[config.mk]
export PLATFORM = sky130hd
export DESIGN_NAME = sha_block_pack
export DESIGN_NICKNAME = d
export VERILOG_FILES = /design/src/rtl/sha_pkg.sv /design/src/rtl/sha_pad_gen.sv /design/src/rtl/sha_block_pack.sv
export SDC_FILE = /design/constraint.sdc
export NUM_CORES = 2
export LEC_CHECK = 0
export ABC_AREA = 1
export BUFFER_PORTS_ARGS = -buffer_cell sky130_fd_sc_hd__buf_2
export CORE_AREA = 3 3 628 630
export DETAILED_ROUTE_END_ITERATION = 7
export DIE_AREA = 0 0 631 633
export PLACE_DENSITY = 0.39
export SLEW_MARGIN = 10
export SYNTH_ARGS = -nofsm -noshare
export SYNTH_HDL_FRONTEND = slang
export SYNTH_SLANG_ARGS = --single-unit
export TNS_END_PERCENT = 20
[constraint.sdc]
create_clock -name ACLK -period 2.9 [get_ports ACLK]
set_input_delay 0 -clock ACLK [delete_from_list [all_inputs] [get_ports ACLK]]
set_output_delay 0 -clock ACLK [all_outputs]
set_load 0.1 [all_outputs]
[src/rtl/sha_pkg.sv]
// rtl/sha_pkg.sv - shared types and rate lookups for the SHA-3 block packer
package sha_pkg;

    typedef enum logic [1:0] {
        SHA224 = 2'd0,
        SHA256 = 2'd1,
        SHA384 = 2'd2,
        SHA512 = 2'd3
    } mode_e;

    typedef enum logic [1:0] {
        FILL   = 2'd0,
        EMIT   = 2'd1,
        PADBLK = 2'd2
    } state_e;

    typedef logic [4:0][4:0][63:0] lane_t;

    localparam int STATE_BITS  = 1600;
    localparam int STATE_BYTES = 200;

    function automatic int rate_bits(input mode_e m);
        case (m)
            SHA224:  return 1152;
            SHA256:  return 1088;
            SHA384:  return 832;
            default: return 576;
        endcase
    endfunction

    function automatic int rate_words(input mode_e m, input int dw);
        return rate_bits(m) / dw;
    endfunction

endpackage

[src/rtl/sha_pad_gen.sv]
// rtl/sha_pad_gen.sv - combinational SHA-3 pad mask (0x06 at byte L, 0x80 at last rate byte)
module sha_pad_gen
    import sha_pkg::*;
(
    input  logic [7:0] len_bytes,
    input  mode_e      mode,
    input  logic       pad_only,
    output lane_t      mask
);

    logic [STATE_BITS-1:0] mask_flat;
    logic [7:0]            l_eff;
    int                    rate_last;

    always_comb begin
        mask_flat = '0;
        l_eff     = pad_only ? 8'd0 : len_bytes;
        rate_last = rate_bits(mode) / 8 - 1;
        // Both marks XOR so a shared byte becomes 0x86.
        for (int b = 0; b < STATE_BYTES; b++) begin
            if (b == int'(l_eff)) mask_flat[8*b +: 8] = mask_flat[8*b +: 8] ^ 8'h06;
            if (b == rate_last)   mask_flat[8*b +: 8] = mask_flat[8*b +: 8] ^ 8'h80;
        end
        mask = mask_flat;
    end

endmodule

[src/rtl/sha_block_pack.sv]
// rtl/sha_block_pack.sv - packs a byte-swapped message stream into padded 1600-bit Keccak blocks; SHA_PACK_TKEEP_EN adds S_TKEEP on the last word
module sha_block_pack
    import sha_pkg::*;
#(
    parameter int DATA_WIDTH = 16,
    parameter int MAX_WORDS  = 1600 / DATA_WIDTH
) (
    input  logic                    ACLK,
    input  logic                    ARESET,
    input  logic [DATA_WIDTH-1:0]   S_TDATA,
    input  logic                    S_TVALID,
    output logic                    S_TREADY,
    input  logic                    S_TLAST,
    input  logic [1:0]              S_TUSER,
`ifdef SHA_PACK_TKEEP_EN
    input  logic [DATA_WIDTH/8-1:0] S_TKEEP,
`endif
    output lane_t                   Block,
    output logic                    Block_valid,
    input  logic                    Block_ready,
    output logic                    Block_last,
    output logic [1:0]              Block_mode
);

    localparam int BPW = DATA_WIDTH / 8;
    localparam int CW  = $clog2(MAX_WORDS + 1);

    state_e                state_q, state_d;
    logic [CW-1:0]         cnt_q, cnt_d;
    logic [STATE_BITS-1:0] blk_q, blk_d;
    logic                  last_q, last_d;
    mode_e                 mode_q, mode_d;
    logic                  pend_q, pend_d;
    logic                  in_msg_q, in_msg_d;

    mode_e                 mode_eff;
    logic [CW-1:0]         rw_last;
    logic [DATA_WIDTH-1:0] word_sw;
    logic [7:0]            kept;
    logic                  full_word;
    logic [7:0]            pad_len;
    lane_t                 pad_mask;

    // Mode is taken live from S_TUSER only until the first word of a message lands.
    assign mode_eff  = in_msg_q ? mode_q : mode_e'(S_TUSER);
    assign rw_last   = CW'(rate_words(mode_eff, DATA_WIDTH) - 1);
    assign full_word = (kept == 8'(BPW));
    assign pad_len   = 8'(int'(cnt_q) * BPW) + kept;

    always_comb begin
        for (int k = 0; k < DATA_WIDTH / 16; k++) begin
            word_sw[16*k +: 8]     = S_TDATA[16*k+8 +: 8];
            word_sw[16*k+8 +: 8]   = S_TDATA[16*k +: 8];
        end
`ifdef SHA_PACK_TKEEP_EN
        if (S_TLAST) begin
            kept = '0;
            for (int j = 0; j < BPW; j++) kept = kept + 8'(S_TKEEP[j]);
        end else begin
            kept = 8'(BPW);
        end
        for (int j = 0; j < BPW; j++) begin
            if (8'(j) >= kept) word_sw[8*j +: 8] = '0;
        end
`else
        kept = 8'(BPW);
`endif
    end

    sha_pad_gen u_pad_gen (
        .len_bytes (pad_len),
        .mode      (mode_eff),
        .pad_only  (state_q == PADBLK),
        .mask      (pad_mask)
    );

    always_comb begin
        state_d  = state_q;
        cnt_d    = cnt_q;
        blk_d    = blk_q;
        last_d   = last_q;
        mode_d   = mode_q;
        pend_d   = pend_q;
        in_msg_d = in_msg_q;
        case (state_q)
            FILL: begin
                if (S_TVALID) begin
                    if (!in_msg_q) mode_d = mode_e'(S_TUSER);
                    in_msg_d = 1'b1;
                    blk_d[DATA_WIDTH*cnt_q +: DATA_WIDTH] = word_sw;
                    if (S_TLAST && (cnt_q != rw_last || !full_word)) begin
                        blk_d   = blk_d ^ pad_mask;
                        state_d = EMIT;
                        last_d  = 1'b1;
                    end else if (cnt_q == rw_last) begin
                        // A message ending exactly on a full block needs a separate pad-only block.
                        state_d = EMIT;
                        last_d  = 1'b0;
                        pend_d  = S_TLAST;
                    end else begin
                        cnt_d = cnt_q + 1'b1;
                    end
                end
            end
            EMIT: begin
                if (Block_ready) begin
                    blk_d  = '0;
                    cnt_d  = '0;
                    last_d = 1'b0;
                    if (pend_q) begin
                        state_d = PADBLK;
                    end else begin
                        state_d = FILL;
                        if (last_q) in_msg_d = 1'b0;
                    end
                end
            end
            PADBLK: begin
                blk_d   = pad_mask;
                pend_d  = 1'b0;
                last_d  = 1'b1;
                state_d = EMIT;
            end
            default: state_d = FILL;
        endcase
    end

    always_ff @(posedge ACLK) begin
        if (ARESET) begin
            state_q  <= FILL;
            cnt_q    <= '0;
            blk_q    <= '0;
            last_q   <= 1'b0;
            mode_q   <= SHA224;
            pend_q   <= 1'b0;
            in_msg_q <= 1'b0;
        end else begin
            state_q  <= state_d;
            cnt_q    <= cnt_d;
            blk_q    <= blk_d;
            last_q   <= last_d;
            mode_q   <= mode_d;
            pend_q   <= pend_d;
            in_msg_q <= in_msg_d;
        end
    end

    assign S_TREADY    = (state_q == FILL) && !ARESET;
    assign Block_valid = (state_q == EMIT) && !ARESET;
    assign Block       = blk_q;
    assign Block_last  = last_q;
    assign Block_mode  = mode_q;

endmodule

# ---- After elaboration in Yosys (flattened, before gate mapping)
# Index checks and enable logic that the tools add are counted.
# W data, S select, Z words.
dict set report word_totals {
  input_bits 23
  out_inout_bits 1605
  register_bits 1614
  wordCells 1084
}
dict set report classes {
  mux 433
  addsub 7
  reduce_logical 20
  n_bitwise 203
  shift 2
  n_eq_ne 412
}
# op n
set op_table {}
lappend op_table {{$mux W1600} 3}
lappend op_table {{$pmux W1600 S3} 1}
lappend op_table {{$eq A9 B32 Y1 const A} 72}
lappend op_table {{$eq A8 B32 Y1 const A} 64}
lappend op_table {{$mux W8} 201}
lappend op_table {{$bwmux W1600} 1}
lappend op_table {{$shift A16 B34 Y1600 const A} 1}
lappend op_table {{$shiftx A16 B34 Y1600} 1}
lappend op_table {{$xor A1600 B1600 Y1600} 1}
lappend op_table {{$eq A7 B32 Y1 const A} 32}
lappend op_table {{$eq A8 B8 Y1 const A} 128}
lappend op_table {{$mux W3} 200}
lappend op_table {{$eq A6 B32 Y1 const A} 16}
lappend op_table {{$eq A7 B8 Y1 const A} 40}
lappend op_table {{$eq A5 B32 Y1 const A} 8}
lappend op_table {{$not A1 Y1 const A} 200}
lappend op_table {{$eq A4 B32 Y1 const A} 4}
lappend op_table {{$eq A6 B8 Y1 const A} 16}
lappend op_table {{$eq A3 B32 Y1 const A} 2}
lappend op_table {{$eq A5 B8 Y1 const A} 8}
lappend op_table {{$neg A11 Y34} 1}
lappend op_table {{$pmux W11 S3} 1}
lappend op_table {{$add A32 B1 Y32} 1}
lappend op_table {{$eq A2 B32 Y1 const A} 1}
lappend op_table {{35 further kinds} 74}

# ---- Depth between registers and ports, before layout
dict set report logic_depth {
  depth_word 13
  depth_mapped 21
  depth_no_buf 21
}

# ---- Hierarchy
# A second synthesis with hierarchy kept.
dict set report hier_totals {
  hier_cells 25129
  hier_area_um2 143476.4
}
# mod seq_area_each_um2 instances area_each_um2 cells_per_inst
set by_module_without_submodules {}
lappend by_module_without_submodules {sha_block_pack 32311.0 1 131708.8 23423}
lappend by_module_without_submodules {sha_pad_gen 0.0 1 11767.5 1706}

# ---- Worst setup path after synthesis
# OpenSTA, ideal clock, no wires.
dict set report synth_timing {
  kind {reg2reg}
  startpoint {register mode_q[0] (netlist: Block_mode[0])}
  endpoint {register blk_q[1489] (netlist: Block[1489])}
  path_stages_with_launch 19
  synth_period_minus_slack_ns 3.431
  path_slack_ns -0.531
  t_arrival_ns 3.299
  path_buffers 1
  setup_time_ns 0.132
  required_ns 2.768
  path_cell_list {dfxtp_1 o21ai_0 nand2_1 inv_1 ha_1 inv_1 nand2_1 nand2_1 nor2_1 o21a_1 nand4_1 nand2_1 nor2_1 buf_2 nand3_1 inv_1 nand3_1 nand3_1 a21oi_1}
}
dict set report synth_via {
  elab_chain_len 10
  elab_cells_between_ends 12
  classes_between {2 x add/sub; 3 x eq/ne; 5 x mux; 2 x reduce/logical}
}
# element line
set synth_lines {}
lappend synth_lines {{from (decl)} sha_block_pack.sv:32} ;# mode_e mode_q, mode_d;
lappend synth_lines {{from (signal assigned)} sha_block_pack.sv:142} ;# mode_q <= mode_d;
lappend synth_lines {{$mux W2 (*)} -}
lappend synth_lines {{$eq A2 B2 Y1 (tied with other cells)} sha_pkg.sv:23} ;# case (m)
lappend synth_lines {{$pmux W11 S3 (*)} sha_pkg.sv:23}
lappend synth_lines {{$add A7 B1 Y7 (no line) (*)} -}
lappend synth_lines {{$sub A7 B2 Y7 (*)} sha_block_pack.sv:46} ;# assign rw_last = CW'(rate_words(mode_eff, DATA_WIDTH) - 1);
lappend synth_lines {{$ne A7 B7 Y1 (*)} sha_block_pack.sv:91} ;# if (S_TLAST && (cnt_q != rw_last || !full_word)) begin
lappend synth_lines {{$logic_and A1 B1 Y1 (*)} sha_block_pack.sv:91}
lappend synth_lines {{$mux W1600 (*)} sha_block_pack.sv:91}
lappend synth_lines {{$mux W1600 (*)} sha_block_pack.sv:87} ;# if (S_TVALID) begin
lappend synth_lines {{$pmux W1600 S3 (*)} sha_block_pack.sv:85} ;# case (state_q)
lappend synth_lines {{to (signal assigned)} sha_block_pack.sv:140} ;# blk_q <= blk_d;
lappend synth_lines {{to (decl)} sha_block_pack.sv:30} ;# logic [STATE_BITS-1:0] blk_q, blk_d;
# Mark *: on every way between the ends. The rest lies on a longest branch, timed or not. The select of a mux whose other input is x is not followed.
# A chain may end at the register's enable or synchronous reset.

# ---- Final worst setup path
dict set report layout_timing {
  startpoint {register cnt_q[0]}
  endpoint {register blk_q[565] (netlist: Block[565])}
}
dict set report layout_via {
  elab_chain_len 7
  elab_cells_between_ends 10
  classes_between {1 x add/sub; 1 x eq/ne; 2 x shift; 4 x mux; 1 x bitwise; 1 x reduce/logical}
}
# element line
set layout_lines {}
lappend layout_lines {{from (decl)} sha_block_pack.sv:29} ;# logic [CW-1:0] cnt_q, cnt_d;
lappend layout_lines {{from (signal assigned)} sha_block_pack.sv:139} ;# cnt_q <= cnt_d;
lappend layout_lines {{$neg A11 Y34} sha_block_pack.sv:90} ;# blk_d[DATA_WIDTH*cnt_q +: DATA_WIDTH] = word_sw;
lappend layout_lines {{$shiftx A16 B34 Y1600 / $shift A16 B34 Y1600 (equally long branches)} sha_block_pack.sv:90}
lappend layout_lines {{$bwmux W1600} sha_block_pack.sv:90}
lappend layout_lines {{$xor A1600 B1600 Y1600} sha_block_pack.sv:92} ;# blk_d = blk_d ^ pad_mask;
lappend layout_lines {{$mux W1600 (*)} sha_block_pack.sv:91}
lappend layout_lines {{$mux W1600 (*)} sha_block_pack.sv:87}
lappend layout_lines {{$pmux W1600 S3 (*)} sha_block_pack.sv:85}
# Marks and branches as above.

==> summary.txt <==
leading register cell type out of synthesis: sky130_fd_sc_hd__dfxtp_1
share of cells above drive strength 1: 25.73%
Ports: 1628
critical path required time: 3760 ps
number of cells produced by synthesis: 11.99k
final clock skew: 87.67 ps
Port Buffer Count: 1627
count of yosys warnings during synthesis: 0
number of distinct library cell variants in the gate-level netlist after synthesis: 42
Avg Inst Size Synth: 6.690 um2
Net count, final: 14.14k
number of nets with antenna violations after routing: 0
total area of multi-input combinational cells: 42480 um2
number of iterations in the first detailed-routing pass: 6
cell at the root of the clock tree: sky130_fd_sc_hd__clkbuf_16
final clock period utilization by the worst path: 100.9%
clk sinks: 1614
first-pass GRT wire length: 751900 um
Worst VDD drop: 0.0005365 V
Core Area: 389100 um2
Synth area leaders: sky130_fd_sc_hd__dfxtp_1 (40%), sky130_fd_sc_hd__nand2_1 (17%), sky130_fd_sc_hd__a21oi_1 (12%), sky130_fd_sc_hd__o211ai_1 (9.8%), sky130_fd_sc_hd__nand3_1 (3.6%)
fraction of registers with async set/reset: 0%
growth of design area from synthesis to finish: 42.21%
switching component of the power: 23970 uW
leakage: 0.04442 uW
share of power burned in the clock network: 41.8%
area share of the leading cell type in the synthesized netlist: 40.29%
Hold WC Path Type: primary input to register
vias per std cell: 4.783
clock period minus final worst setup slack: 2925 ps
die boundary width: 631 um
Gate power share: 24.4%
DIE HEIGHT: 633 um
remaining max-slew budget at the tightest pin: 31.30%
placement row count: 229
top post-synthesis cells by count: sky130_fd_sc_hd__nand2_1 (3558), sky130_fd_sc_hd__a21oi_1 (1933), sky130_fd_sc_hd__dfxtp_1 (1614)
number of CTS-inserted buffers: 211
count of final max-slew check failures: 0
violations in the final reports: negative setup slack
clock slew seen by the registers of the worst setup and hold paths: 70 ps
H-tree levels: 4
Slew @ Worst Pin: 1030 ps
worst hold slack: 170.7 ps
maximum fanout count along the critical path: 44
final weighted congestion of routability-driven global placement: 0.9245
clock insertion delay at the later pin of the skew report: 970 ps
number of standard cells in the layout, taps in and fillers out: 19.49k
Final Worst Setup Slack: -24.85 ps
pin count of the biggest net entering global routing: 175
antenna violations before repair: 53
CP Launch Type: register
Detail Placement HPWL: 440500 um
fraction of power spent switching nets: 36.31%
cell type contributing the most total cell area after synthesis: sky130_fd_sc_hd__dfxtp_1
total of max-cap violations: 0
Worst Path Arrival: 3780 ps
setup repair after global routing missed its margin: true
total power divided by cell area: 578.7 nW/um2
Placed Cells: 18.96k
via count of the first global-routing pass: 85.18k
synthesized net count: 12.02k
TritonCTS clock tree: done
number of endpoints failing setup at the final stage: 7
internal cell power: 42040 uW
Post-Route WL: 573200 um
worst-case clock buffer depth: 4
result of the run: finished with violations
Fmax achieved: 341.9 MHz
number of flops mapped to enable cells by yosys: 0
residual DRC count: 0
total via count in the routed design: 93.21k
endpoint type of the worst setup path: register
total of flip-flops plus latches after synthesis: 1614
area taken by flip-flops and latches: 32330 um2
starting density of the core: 20.61%
class of the most critical setup path: register to register
Final Hold Violating Endpoints: 0
filler cell count in the final layout: 43.04k
Reg power frac: 33.9%
sequential area share after synthesis: 40.29%
total global routing track utilization: 26.86%
DRT iter0 DRCs: 8329
top-count cell post-synth: sky130_fd_sc_hd__nand2_1
netlist area before placement: 80200 um2
Die Outline Area: 399400 um2
Routed wire per std cell: 29.41 um
overall overflow remaining after global route: 0
[stage by stage]
stage,power (uW),setup WS [ps],area (um2),TNS (ps),utilization [%]
3_5_place_dp,37690,-425.1,103300,-47490,26.56
3_3_place_gp,37760,-424.5,103300,-54020,26.56
6_report,66010,-24.85,114100,-85.14,29.31
4_1_cts,65840,-39.31,111600,-394.1,28.68
5_1_grt,67970,-129.0,114000,-9558,29.30
2_1_floorplan,29110,-2.157,80210,-2.157,-
[critical path, stage by stage, from the launching register on]
cell	delay [ps]
sky130_fd_sc_hd__dfxtp_2	330
sky130_fd_sc_hd__inv_2	80
sky130_fd_sc_hd__buf_6	180
sky130_fd_sc_hd__nand3_4	130
sky130_fd_sc_hd__xor2_4	290
sky130_fd_sc_hd__clkinv_4	180
sky130_fd_sc_hd__buf_4	180
sky130_fd_sc_hd__buf_12	190
sky130_fd_sc_hd__nor4_1	380
sky130_fd_sc_hd__buf_4	220
sky130_fd_sc_hd__inv_1	80
sky130_fd_sc_hd__buf_12	150
sky130_fd_sc_hd__o21ai_0	150
sky130_fd_sc_hd__o211ai_1	100
sky130_fd_sc_hd__a21oi_1	150
[kinds of logic (layout without fill, tap and decap cells)]
group,after synthesis,in the layout,synth area share (%)
XOR/XNOR,3,3,0.06554
AO/OA/AOI/OAI,3531,3531,25.36
adder cells (fa/ha/maj),9,9,0.1404
other,0,18,0
flip-flops,1614,1614,40.29
AND/OR/NAND/NOR,5056,5058,25.27
buffers and inverters,1774,4058,8.871
[layout by cell type (no fill, tap or decap), types with 40 or more instances in the layout]
cell type                      n
sky130_fd_sc_hd__nor2_2       94
sky130_fd_sc_hd__clkbuf_8     59
sky130_fd_sc_hd__buf_12      316
sky130_fd_sc_hd__dfxtp_1    1607
sky130_fd_sc_hd__nor2_1      546
sky130_fd_sc_hd__clkbuf_1     40
sky130_fd_sc_hd__inv_2        75
sky130_fd_sc_hd__buf_6        53
sky130_fd_sc_hd__clkbuf_16   238
sky130_fd_sc_hd__nand4_1     131
sky130_fd_sc_hd__inv_1       686
sky130_fd_sc_hd__buf_4       819
sky130_fd_sc_hd__a21oi_1    1917
sky130_fd_sc_hd__o21ai_0     511
sky130_fd_sc_hd__o211ai_1   1048
sky130_fd_sc_hd__nand3_1     534
sky130_fd_sc_hd__nand2_2      70
sky130_fd_sc_hd__buf_2      1626
sky130_fd_sc_hd__nor2_4       61
sky130_fd_sc_hd__nand2_1    3473
[power groups by stage]
| stage | combinational (uW) | sequential (uW) | clock [uW] |
|---|---|---|---|
| 5_1_grt | 16600 | 22300 | 29000 |
| 2_1_floorplan | 5760 | 23300 | 0 |
| 4_1_cts | 15300 | 22300 | 28200 |
| 3_3_place_gp | 14900 | 22800 | 0 |
| 6_report | 16100 | 22300 | 27600 |
| 3_5_place_dp | 14900 | 22800 | 0 |
[worst paths after layout]
path / from / end / slack (ps) / cells after the start
setup / recovery: cnt_q[0]$_SDFFE_PP0P_ / Block[565]$_SDFFE_PP0P_ / -20 / 14
hold / removal: S_TDATA[8] / Block[0]$_SDFFE_PP0P_ / 170 / 6
setup reg to reg: cnt_q[0]$_SDFFE_PP0P_ / Block[565]$_SDFFE_PP0P_ / -20 / 14
hold reg to reg: Block[12]$_SDFFE_PP0P_ / Block[12]$_SDFFE_PP0P_ / 460 / 2
[area by class of cell]
class,instances,area share (%)
diodes,18,0.03949
clock buffers,310,5.473
clock inverters,69,0.7317
inverters,801,2.765
multi-input cells,8601,37.24
flip-flops and latches,1614,28.34
well taps,5197,5.701
repair buffers,2878,19.70
[per-layer routing]
layer	routed length [um]	up-vias	track usage [%]	part of all wire, %
met1	232100	44590	32.51	40
met2	265500	3193	44.25	46
met5	103	-	0	0.018
li1	-	44680	-	-
met4	35290	16	14.03	6.2
met3	40220	735	6.196	7.0
[sequential cells by signal, indices dropped and copies added (netlist names)]
register,cells
pend_q,1
state_q,2
cnt_q,7
Block_last,1
Block,1600
in_msg_q,1
Block_mode,2
[timing repair]
action / in CTS / in global routing
setup buffers: 23 / 55
cloned: 8 / 28
pin swaps: 19 / 68
hold endpoints to repair: 1193 / 0
hold buffers: 22 / 0
resized for setup: 146 / 405
endpoints found under the setup margin: 1068 / 1291
Note: power is estimated with default switching activity, not from simulation.
